===== src/rtl/vga_pkg.sv =====
// Shared constants for the frame-buffer drawing blocks: default frame
// geometry, pixel/address widths and the rectangle-fill FSM encoding.
package vga_pkg;

  localparam int DEF_WIDTH   = 640;
  localparam int DEF_HEIGHT  = 480;
  localparam int DEF_COLOR_W = 12;
  localparam int DEF_ADDR_W  = 19;

  // Command coordinate widths are fixed by the command interface.
  localparam int X_W = 10;
  localparam int Y_W = 9;

  typedef enum logic [1:0] {
    ST_IDLE  = 2'd0,
    ST_CHECK = 2'd1,
    ST_FILL  = 2'd2,
    ST_FIN   = 2'd3
  } fill_state_t;

endpackage


===== src/rtl/rect_clip.sv =====
// Combinational clamp/reject of a captured rectangle: the far corner is
// clamped to the last visible column/row, and a rectangle whose near corner
// lies outside the frame or past the clamped far corner is rejected.
module rect_clip
  import vga_pkg::*;
#(
  parameter int WIDTH  = DEF_WIDTH,
  parameter int HEIGHT = DEF_HEIGHT
) (
  input  logic [X_W-1:0] x0,
  input  logic [X_W-1:0] x1,
  input  logic [Y_W-1:0] y0,
  input  logic [Y_W-1:0] y1,
  output logic [X_W-1:0] x1_clamp,
  output logic [Y_W-1:0] y1_clamp,
  output logic           reject
);

  localparam logic [X_W-1:0] X_MAX = X_W'(WIDTH - 1);
  localparam logic [Y_W-1:0] Y_MAX = Y_W'(HEIGHT - 1);

  // Clamp the far corner, then test the near corner against frame and clamp.
  always_comb begin
    x1_clamp = (x1 > X_MAX) ? X_MAX : x1;
    y1_clamp = (y1 > Y_MAX) ? Y_MAX : y1;
    reject   = (x0 > X_MAX) || (y0 > Y_MAX) ||
               (x0 > x1_clamp) || (y0 > y1_clamp);
  end

endmodule


===== src/rtl/rect_fill.sv =====
// Rectangle fill engine: accepts one rectangle command at a time, clips it to
// the visible frame and writes the fill colour into the frame buffer one
// pixel per non-stalled cycle in raster order. The write address is stepped
// incrementally during the fill; the only multiply is the start address,
// formed once while the command is checked.
module rect_fill
  import vga_pkg::*;
#(
  parameter int WIDTH   = DEF_WIDTH,
  parameter int HEIGHT  = DEF_HEIGHT,
  parameter int COLOR_W = DEF_COLOR_W,
  parameter int ADDR_W  = DEF_ADDR_W
) (
  input  logic               clk,
  input  logic               rstn,
  input  logic               cmd_valid,
  output logic               cmd_ready,
  input  logic [X_W-1:0]     cmd_x0,
  input  logic [X_W-1:0]     cmd_x1,
  input  logic [Y_W-1:0]     cmd_y0,
  input  logic [Y_W-1:0]     cmd_y1,
  input  logic [COLOR_W-1:0] cmd_color,
  input  logic               stall,
  output logic               we,
  output logic [ADDR_W-1:0]  addr,
  output logic [COLOR_W-1:0] dout,
  output logic               busy,
  output logic               done,
  output logic               err
);

  fill_state_t state, state_nxt;

  // Raw command as captured at the handshake.
  logic [X_W-1:0] cap_x0, cap_x1;
  logic [Y_W-1:0] cap_y0, cap_y1;

  // Clipped bounds and walking counters used during the fill.
  logic [X_W-1:0] x_lo, x_hi, x_cnt;
  logic [Y_W-1:0] y_hi, y_cnt;
  logic           rej_q;

  logic [X_W-1:0] x1_clamp;
  logic [Y_W-1:0] y1_clamp;
  logic           reject;

  logic accept;
  logic advance;
  logic row_end;
  logic last_px;

  rect_clip #(
    .WIDTH  (WIDTH),
    .HEIGHT (HEIGHT)
  ) u_clip (
    .x0       (cap_x0),
    .x1       (cap_x1),
    .y0       (cap_y0),
    .y1       (cap_y1),
    .x1_clamp (x1_clamp),
    .y1_clamp (y1_clamp),
    .reject   (reject)
  );

  assign accept  = cmd_valid && cmd_ready;
  assign advance = (state == ST_FILL) && !stall;
  assign row_end = (x_cnt == x_hi);
  assign last_px = row_end && (y_cnt == y_hi);

  // State register; reset drops any command in flight.
  always_ff @(posedge clk or negedge rstn) begin
    if (!rstn) state <= ST_IDLE;
    else       state <= state_nxt;
  end

  // Next-state: capture, check, fill until the last pixel, one-cycle finish.
  always_comb begin
    state_nxt = state;
    case (state)
      ST_IDLE:  if (accept) state_nxt = ST_CHECK;
      ST_CHECK: state_nxt = reject ? ST_FIN : ST_FILL;
      ST_FILL:  if (advance && last_px) state_nxt = ST_FIN;
      ST_FIN:   state_nxt = ST_IDLE;
      default:  state_nxt = ST_IDLE;
    endcase
  end

  // Outputs decoded from state; a stall only suppresses the write strobe.
  always_comb begin
    cmd_ready = rstn && (state == ST_IDLE);
    we        = advance;
    busy      = (state != ST_IDLE);
    done      = (state == ST_FIN);
    err       = (state == ST_FIN) && rej_q;
  end

  // Command capture, start address and raster walk of the write address.
  always_ff @(posedge clk or negedge rstn) begin
    if (!rstn) begin
      cap_x0 <= '0;
      cap_x1 <= '0;
      cap_y0 <= '0;
      cap_y1 <= '0;
      x_lo   <= '0;
      x_hi   <= '0;
      y_hi   <= '0;
      x_cnt  <= '0;
      y_cnt  <= '0;
      rej_q  <= 1'b0;
      addr   <= '0;
      dout   <= '0;
    end else begin
      if (accept) begin
        cap_x0 <= cmd_x0;
        cap_x1 <= cmd_x1;
        cap_y0 <= cmd_y0;
        cap_y1 <= cmd_y1;
        dout   <= cmd_color;
      end
      if (state == ST_CHECK) begin
        x_lo  <= cap_x0;
        x_hi  <= x1_clamp;
        y_hi  <= y1_clamp;
        x_cnt <= cap_x0;
        y_cnt <= cap_y0;
        rej_q <= reject;
        // A rejected command may lie outside the frame, so keep the old address.
        if (!reject)
          addr <= ADDR_W'(cap_y0) * ADDR_W'(WIDTH) + ADDR_W'(cap_x0);
      end
      if (advance && !last_px) begin
        if (row_end) begin
          x_cnt <= x_lo;
          y_cnt <= y_cnt + Y_W'(1);
          addr  <= addr + ADDR_W'(WIDTH) - ADDR_W'(x_hi - x_lo);
        end else begin
          x_cnt <= x_cnt + X_W'(1);
          addr  <= addr + ADDR_W'(1);
        end
      end
    end
  end

endmodule


===== config.mk =====
export PLATFORM = sky130hd
export DESIGN_NAME = rect_fill
export DESIGN_NICKNAME = d
export VERILOG_FILES = /design/src/rtl/vga_pkg.sv /design/src/rtl/rect_clip.sv /design/src/rtl/rect_fill.sv
export SDC_FILE = /design/constraint.sdc
export NUM_CORES = 1
export LEC_CHECK = 0
export CAP_MARGIN = 20
export CORE_ASPECT_RATIO = 0.7
export CORE_UTILIZATION = 40
export DETAILED_ROUTE_END_ITERATION = 8
export DONT_BUFFER_PORTS = 1
export PLACE_DENSITY = 0.65
export SLEW_MARGIN = 10
export SYNTH_ARGS = -nofsm -noshare
export SYNTH_HDL_FRONTEND = slang
export SYNTH_SLANG_ARGS = --single-unit

===== constraint.sdc =====
create_clock -name clk -period 5.2 [get_ports clk]
set_input_delay 0.78 -clock clk [delete_from_list [all_inputs] [get_ports clk]]
set_output_delay 0.78 -clock clk [all_outputs]
set_load 0.01 [all_outputs]

==> results of run 1 <==
[cell families after synthesis]
family	Yosys count
adder cells (fa/ha/maj)	93
flip-flops	120
buffers and inverters	85
AO/OA/AOI/OAI	198
multiplexers	79
XOR/XNOR	72
AND/OR/NAND/NOR	253
[per-stage QoR]
stage / utilization [%] / instances
after floorplan: - / 900
after global placement: 42.4 / 1153
after detailed placement: 42.4 / 1153
after CTS: 45.1 / 1185
after global routing: 45.1 / 1185
final: 45.1 / 1185
[layout make-up]
class,instances,area [sq um]
timing repair buffer,7,52.6
clock inverter,12,128
clock buffer,20,447
tap,276,345
sequential,120,3000
multi-input combinational,695,5210
inverter,55,206
fill,1966,11400
[routing by layer]
layer	up-vias	wire length [microns]	GRT usage [%]
met2	158	8730	28.8
met1	3161	10100	28.0
met4	0	266	5.27
met5	-	0	0
met3	23	1090	4.40
li1	3238	-	-
[cells in the mapped netlist (3+ instances only)]
library cell  instances  share of area, %
o21bai_1              5              0.44
o22ai_1               7              0.51
ha_1                 89                13
a21o_1               11              0.97
a21oi_1              54               3.2
a211oi_1             23               2.0
nand3_1              26               1.5
mux2i_1              21               2.5
or3_1                 4              0.29
buf_1                 7              0.31
dfrtp_1             120                35
o21a_1                5              0.44
nand4_1              14               1.0
nor2b_1               3              0.22
xor2_1               38               3.9
mux2_2               58               7.6
o32ai_1               3              0.31
nand2b_1             16               1.2
o21ai_0              38               2.2
and4_1                3              0.31
and3_1               11              0.81
nor4_1                7              0.51
inv_1                55               2.4
clkbuf_1             15              0.66
fa_1                  4              0.94
nor3_1               13              0.76
o211ai_1              9              0.79
nor2_1               79               3.5
and2_1                3              0.22
nand2_1              60               2.6
nand3b_1              3              0.26
a31oi_1              16               1.2
buf_2                 5              0.29
xnor2_1              34               3.5
[flip-flops by register name (all words and copies together), names as in the netlist]
name,count
addr,19
cap_x0,10
cap_x1,10
cap_y0,9
cap_y1,9
dout,12
rej_q,1
state,2
x_cnt,10
x_hi,10
x_lo,10
y_cnt,9
y_hi,9
[final timing paths]
check | startpoint | cells after the start | slack [ns] | to
max in group asynchronous | rstn | 0 | 4.85 | x_lo[3]$_DFFE_PN0P_
worst max register to register | x_hi[0]$_DFFE_PN0P_ | 18 | 0.50 | addr[16]$_DFFE_PN0P_
min in group clk | cap_y1[0]$_DFFE_PN0P_ | 1 | 0.50 | cap_y1[0]$_DFFE_PN0P_
worst max-delay path | x_hi[0]$_DFFE_PN0P_ | 18 | 0.50 | addr[16]$_DFFE_PN0P_
worst min-delay path | rstn | 0 | 0.05 | addr[13]$_DFFE_PN0P_
worst min register to register | cap_y1[0]$_DFFE_PN0P_ | 1 | 0.50 | cap_y1[0]$_DFFE_PN0P_
==> flow_metrics.py, run 1 <==
metrics = {
    "outcome": {
        "outcome": "finished clean",
    },
    "timing": {
        "whs_ns": 0.0511,
        "worst_pin_slew_ns": 0.942,
        "rsz0062_at_grt": "no",
        "setup_tns_ns": 0,
        "setup_viol": 0,
        "relSlewSlack_pct": 37.0,
        "max_freq_ghz": 0.213,
        "hold_viol_final": 0,
        "period_share_pct": 90.4,
        "worst_slack_ns": 0.498,
        "min_period_ns": 4.70,
        "drv_slew": 0,
        "skew_ns": 0.0100,
    },
    "floorplanning": {
        "initial_core_util_pct": 41.1,
        "coreArea_sq_um": 20800,
        "die_h_microns": 124,
        "die_w_microns": 177,
        "die-area_sq_um": 22000,
        "num_io_pins": 90,
        "num_rows": 44,
    },
    "setup_path": {
        "max_stage_delay_ns": 0.49,
        "path_buf_inv": 3,
        "cp-start-kind": "register",
        "cp_cell_sequence": "inv_1, ha_1, inv_1, fa_1, a21oi_1, o211ai_1, o41ai_1, o21ai_0, buf_4, ha_1, ha_1, a21o_1, a211o_1, a2111o_1, a41oi_2, xnor2_1, a211oi_1, a21oi_1",
        "critPathMaxFanout": 9,
        "crit_required_ns": 5.47,
        "crit_family": "compound AO/OA/AOI/OAI gates",
        "path_class": "reg -> reg",
        "cpMostUsedCell": "ha_1",
        "cp-end-kind": "register",
        "arrival_ns": 4.97,
        "critPathSlowestCell": "o41ai_1",
    },
    "grt": {
        "antenna_found_initial": 1,
        "grt-ovfl-total": 0,
        "grt_max_degree": 122,
        "track_usage_pct": 19.4,
        "grt_pass1_vias": 6427,
        "grt_pass1_wl_microns": 33700,
    },
    "clock_tree": {
        "cts_num_sinks": 120,
        "cts_tree": "built",
        "holdBufCountCts": 0,
        "clkLatencyLatePin_ns": 0.42,
        "cts_buffer_depth": 2,
        "path_clk_slew_ns": 0.06,
        "postCtsSetupRepairBufs": 0,
        "cts_buffers": 17,
        "htreeDepth": 4,
        "root_buffer": "clkbuf_16",
        "ctsResizeCount": 0,
    },
    "synthesis": {
        "synthXorXnorAreaFrac_pct": 7.38,
        "async_flop_share_pct": 100,
        "synthMuxAreaShare_pct": 10.1,
        "syn_nets": 1047,
        "synth_fa_ha_area_share_pct": 14.0,
        "synth_area_sq_um": 8540,
        "postSynthAreaPerCell_sq_um": 9.49,
        "synth_edf_count": 0,
        "synth.distinct_cells": 69,
        "ys_ff_latch": 120,
        "synth-seq-area-share_pct": 35.1,
        "yosys_warnings": 0,
        "yosys.area_share.simple_pct": 14.4,
        "synth_top_family_by_area": "compound AO/OA/AOI/OAI gates",
        "netlist_instances": 900,
        "ys.flop_type": "dfrtp_1",
        "synth_compound_area_share_pct": 15.0,
    },
    "place": {
        "gp_congestion": 0.862,
        "place_area_sq_um": 8820,
        "post-place-ws_ns": 0.578,
        "dp.final_hpwl_microns": 14800,
        "numPortBuffers": 0,
    },
    "finish": {
        "drive_gt1_share_pct": 12.2,
        "nNetsFinal": 1043,
        "mostFrequentLayoutCell": "dfrtp_1",
        "finalInstanceArea_sq_um": 9400,
        "n_antenna_cell": 0,
        "area_delta_synth_final_pct": 9.96,
        "final_cell_mix": "120 x dfrtp_1, 88 x ha_1, 79 x nor2_1",
    },
    "routing": {
        "drc_errors": 0,
        "firstDrtPassIters": 5,
        "drtIter0Drc": 475,
        "vias_per_cell": 5.55,
        "antenna_left": 0,
        "routed_wirelength_microns": 20200,
        "wl_per_cell_microns": 17.1,
        "vias": 6580,
    },
    "run": {
        "max-cap-violations": 0,
    },
    "hold_path": {
        "hold_path.class": "in -> async",
    },
}
Power of run 1 is left out: the tool's default activity adds up to more than one toggle a clock period on the data nets, which glitch-free logic cannot reach.
==> run 2, diff against run 1 <==
--- a/config.mk
+++ b/config.mk
@@ -7,10 +7,11 @@
 export LEC_CHECK = 0
 export CAP_MARGIN = 20
 export CORE_ASPECT_RATIO = 0.7
-export CORE_UTILIZATION = 40
+export CORE_UTILIZATION = 50
 export DETAILED_ROUTE_END_ITERATION = 8
 export DONT_BUFFER_PORTS = 1
-export PLACE_DENSITY = 0.65
+export GPL_ROUTABILITY_DRIVEN = 1
+export PLACE_DENSITY = 0.76
 export SLEW_MARGIN = 10
 export SYNTH_ARGS = -nofsm -noshare
 export SYNTH_HDL_FRONTEND = slang
==> run 2 against run 1 <==
  * Critical endpoint is now addr[18]$_DFFE_PN0P_
  * Count of clock-buffer cells in the layout is 2 lower
  * First-iteration DRC count is 0.63% higher
  * Highest routed layer unchanged
  * Design area is 0.31% lower
  * Final cell count is 4.4% lower
  * Largest cell class unchanged
  * Global-route usage is 4.8 points higher
  * Non-clock buffer count is 1 lower
  * Die area is 20% lower
==> flow_metrics.py, run 2 (synthesized netlist as in run 1, its figures left out) <==
metrics = {
    "finish": {
        "drive_gt1_share_pct": 12.3,
        "top_register": "addr",
        "nNetsFinal": 1042,
        "mostFrequentLayoutCell": "dfrtp_1",
        "largest_reg_flops": 19,
        "area_delta_synth_final_pct": 9.62,
        "n_antenna_cell": 0,
        "largestRegisters": "addr: 19 flops, dout: 12 flops",
        "final_cell_mix": "120 x dfrtp_1, 88 x ha_1, 79 x nor2_1",
    },
    "timing": {
        "hold_viol_final": 0,
        "max_freq_ghz": 0.211,
        "drv_slew": 0,
        "setup_tns_ns": 0,
        "skew_ns": 0.0232,
        "relSlewSlack_pct": 44.5,
        "whs_ns": 0.0491,
        "min_period_ns": 4.74,
        "rsz0062_at_grt": "no",
        "setup_viol": 0,
        "period_share_pct": 91.2,
        "worst_pin_slew_ns": 0.830,
    },
    "setup_path": {
        "max_stage_delay_ns": 0.48,
        "worstReg2RegStart": "x_hi[0]$_DFFE_PN0P_",
        "arrival_ns": 5.03,
        "cp-end-kind": "register",
        "critPathSlowestCell": "o41ai_1",
        "timing.rr.end": "addr[18]$_DFFE_PN0P_",
        "cp-start-kind": "register",
        "setup.worst_path.start": "x_hi[0]$_DFFE_PN0P_",
        "r2r_slack_ns": 0.46,
        "crit_required_ns": 5.49,
        "critPathMaxFanout": 9,
        "reg2regPathDepth": 18,
        "cp_cell_sequence": "inv_1, ha_1, inv_1, fa_1, a21oi_1, o211ai_1, o41ai_1, o21ai_0, buf_4, ha_1, ha_1, a21o_1, a211o_1, a2111o_1, a41oi_2, o21ai_0, xnor2_1, o211ai_1",
        "cpMostUsedCell": "ha_1",
        "path_class": "reg -> reg",
    },
    "floorplanning": {
        "num_io_pins": 90,
        "die_w_microns": 158,
        "num_rows": 39,
        "initial_core_util_pct": 51.8,
        "coreArea_sq_um": 16500,
        "die_h_microns": 111,
        "die-area_sq_um": 17600,
    },
    "hold_path": {
        "hold_path.class": "in -> async",
    },
    "place": {
        "dp.final_hpwl_microns": 14300,
        "numPortBuffers": 0,
        "gp_congestion": 0.886,
    },
    "grt": {
        "grt_max_degree": 122,
        "grt_pass1_wl_microns": 33200,
        "grt-ovfl-total": 0,
        "grt_pass1_vias": 6447,
        "track_usage_pct": 24.2,
        "antenna_found_initial": 0,
    },
    "routing": {
        "vias_per_cell": 5.86,
        "drc_errors": 0,
        "vias": 6643,
        "firstDrtPassIters": 7,
        "routed_wirelength_microns": 20300,
        "wl_per_cell_microns": 17.9,
        "drtIter0Drc": 478,
        "antenna_left": 0,
    },
    "clock_tree": {
        "root_buffer": "clkbuf_16",
        "cts_buffers": 17,
        "cts_buffer_depth": 2,
        "ctsResizeCount": 0,
        "holdBufCountCts": 0,
        "cts_tree": "built",
        "postCtsSetupRepairBufs": 0,
        "cts_num_sinks": 120,
        "htreeDepth": 4,
        "path_clk_slew_ns": 0.06,
        "clkLatencyLatePin_ns": 0.43,
    },
    "outcome": {
        "outcome": "finished clean",
    },
    "run": {
        "max-cap-violations": 0,
    },
}
run 2: changes by cell type in the layout (fill, tap and decap cells not counted), sizes merged:
cell	delta
clkinvlp	-2
inv	+2
clkinv	+1
bufinv	+1
buf	-1
clkbuf	-2
run 2: cell type report:
cell class | instances | area [sq um]
Clock buffer | 18 | 439
Clock inverter | 14 | 173
Fill cell | 1461 | 7130
Inverter | 55 | 206
Multi-Input combinational cell | 695 | 5210
Sequential cell | 120 | 3000
Tap cell | 225 | 282
Timing Repair Buffer | 6 | 57.6
run 2: worst max-delay path by stage:
stage	slack (ns)	end	depth (start not counted)
after floorplan	0.90	addr[18]$_DFFE_PN0P_	17
after global placement	0.72	addr[16]$_DFFE_PN0P_	18
after detailed placement	0.65	addr[18]$_DFFE_PN0P_	18
after CTS	0.57	addr[18]$_DFFE_PN0P_	18
after global routing	0.24	addr[18]$_DFFE_PN0P_	18
final	0.46	addr[18]$_DFFE_PN0P_	18
run 2: metrics by stage:
| step | cell area (sq um) | utilization [%] | std cells | setup WS [ns] |
|---|---|---|---|---|
| after floorplan | 8540 | - | 900 | 0.905 |
| after global placement | 8730 | 53.0 | 1100 | 0.719 |
| after detailed placement | 8750 | 53.1 | 1101 | 0.646 |
| after CTS | 9370 | 56.8 | 1133 | 0.573 |
| after global routing | 9370 | 56.8 | 1133 | 0.235 |
| final | 9370 | 56.8 | 1133 | 0.455 |
run 2: critical path, delay by kind of cell, from the launching register on:
family | cells | cell delay, ns
flip-flops | 1 | 0.38
XOR/XNOR | 1 | 0.17
adder cells (fa/ha/maj) | 4 | 1.24
AO/OA/AOI/OAI | 10 | 2.46
buffers and inverters | 3 | 0.34
run 2: per-layer routing:
| metal | GRT usage (%) | vias up | share of wire (%) |
|---|---|---|---|
| met2 | 37.6 | 205 | 46 |
| met4 | 6.22 | 0 | 1.3 |
| li1 | - | 3249 | - |
| met5 | 0 | - | 0 |
| met3 | 4.63 | 30 | 5.3 |
| met1 | 34.5 | 3159 | 48 |
Power of run 2 is left out for the same reason.
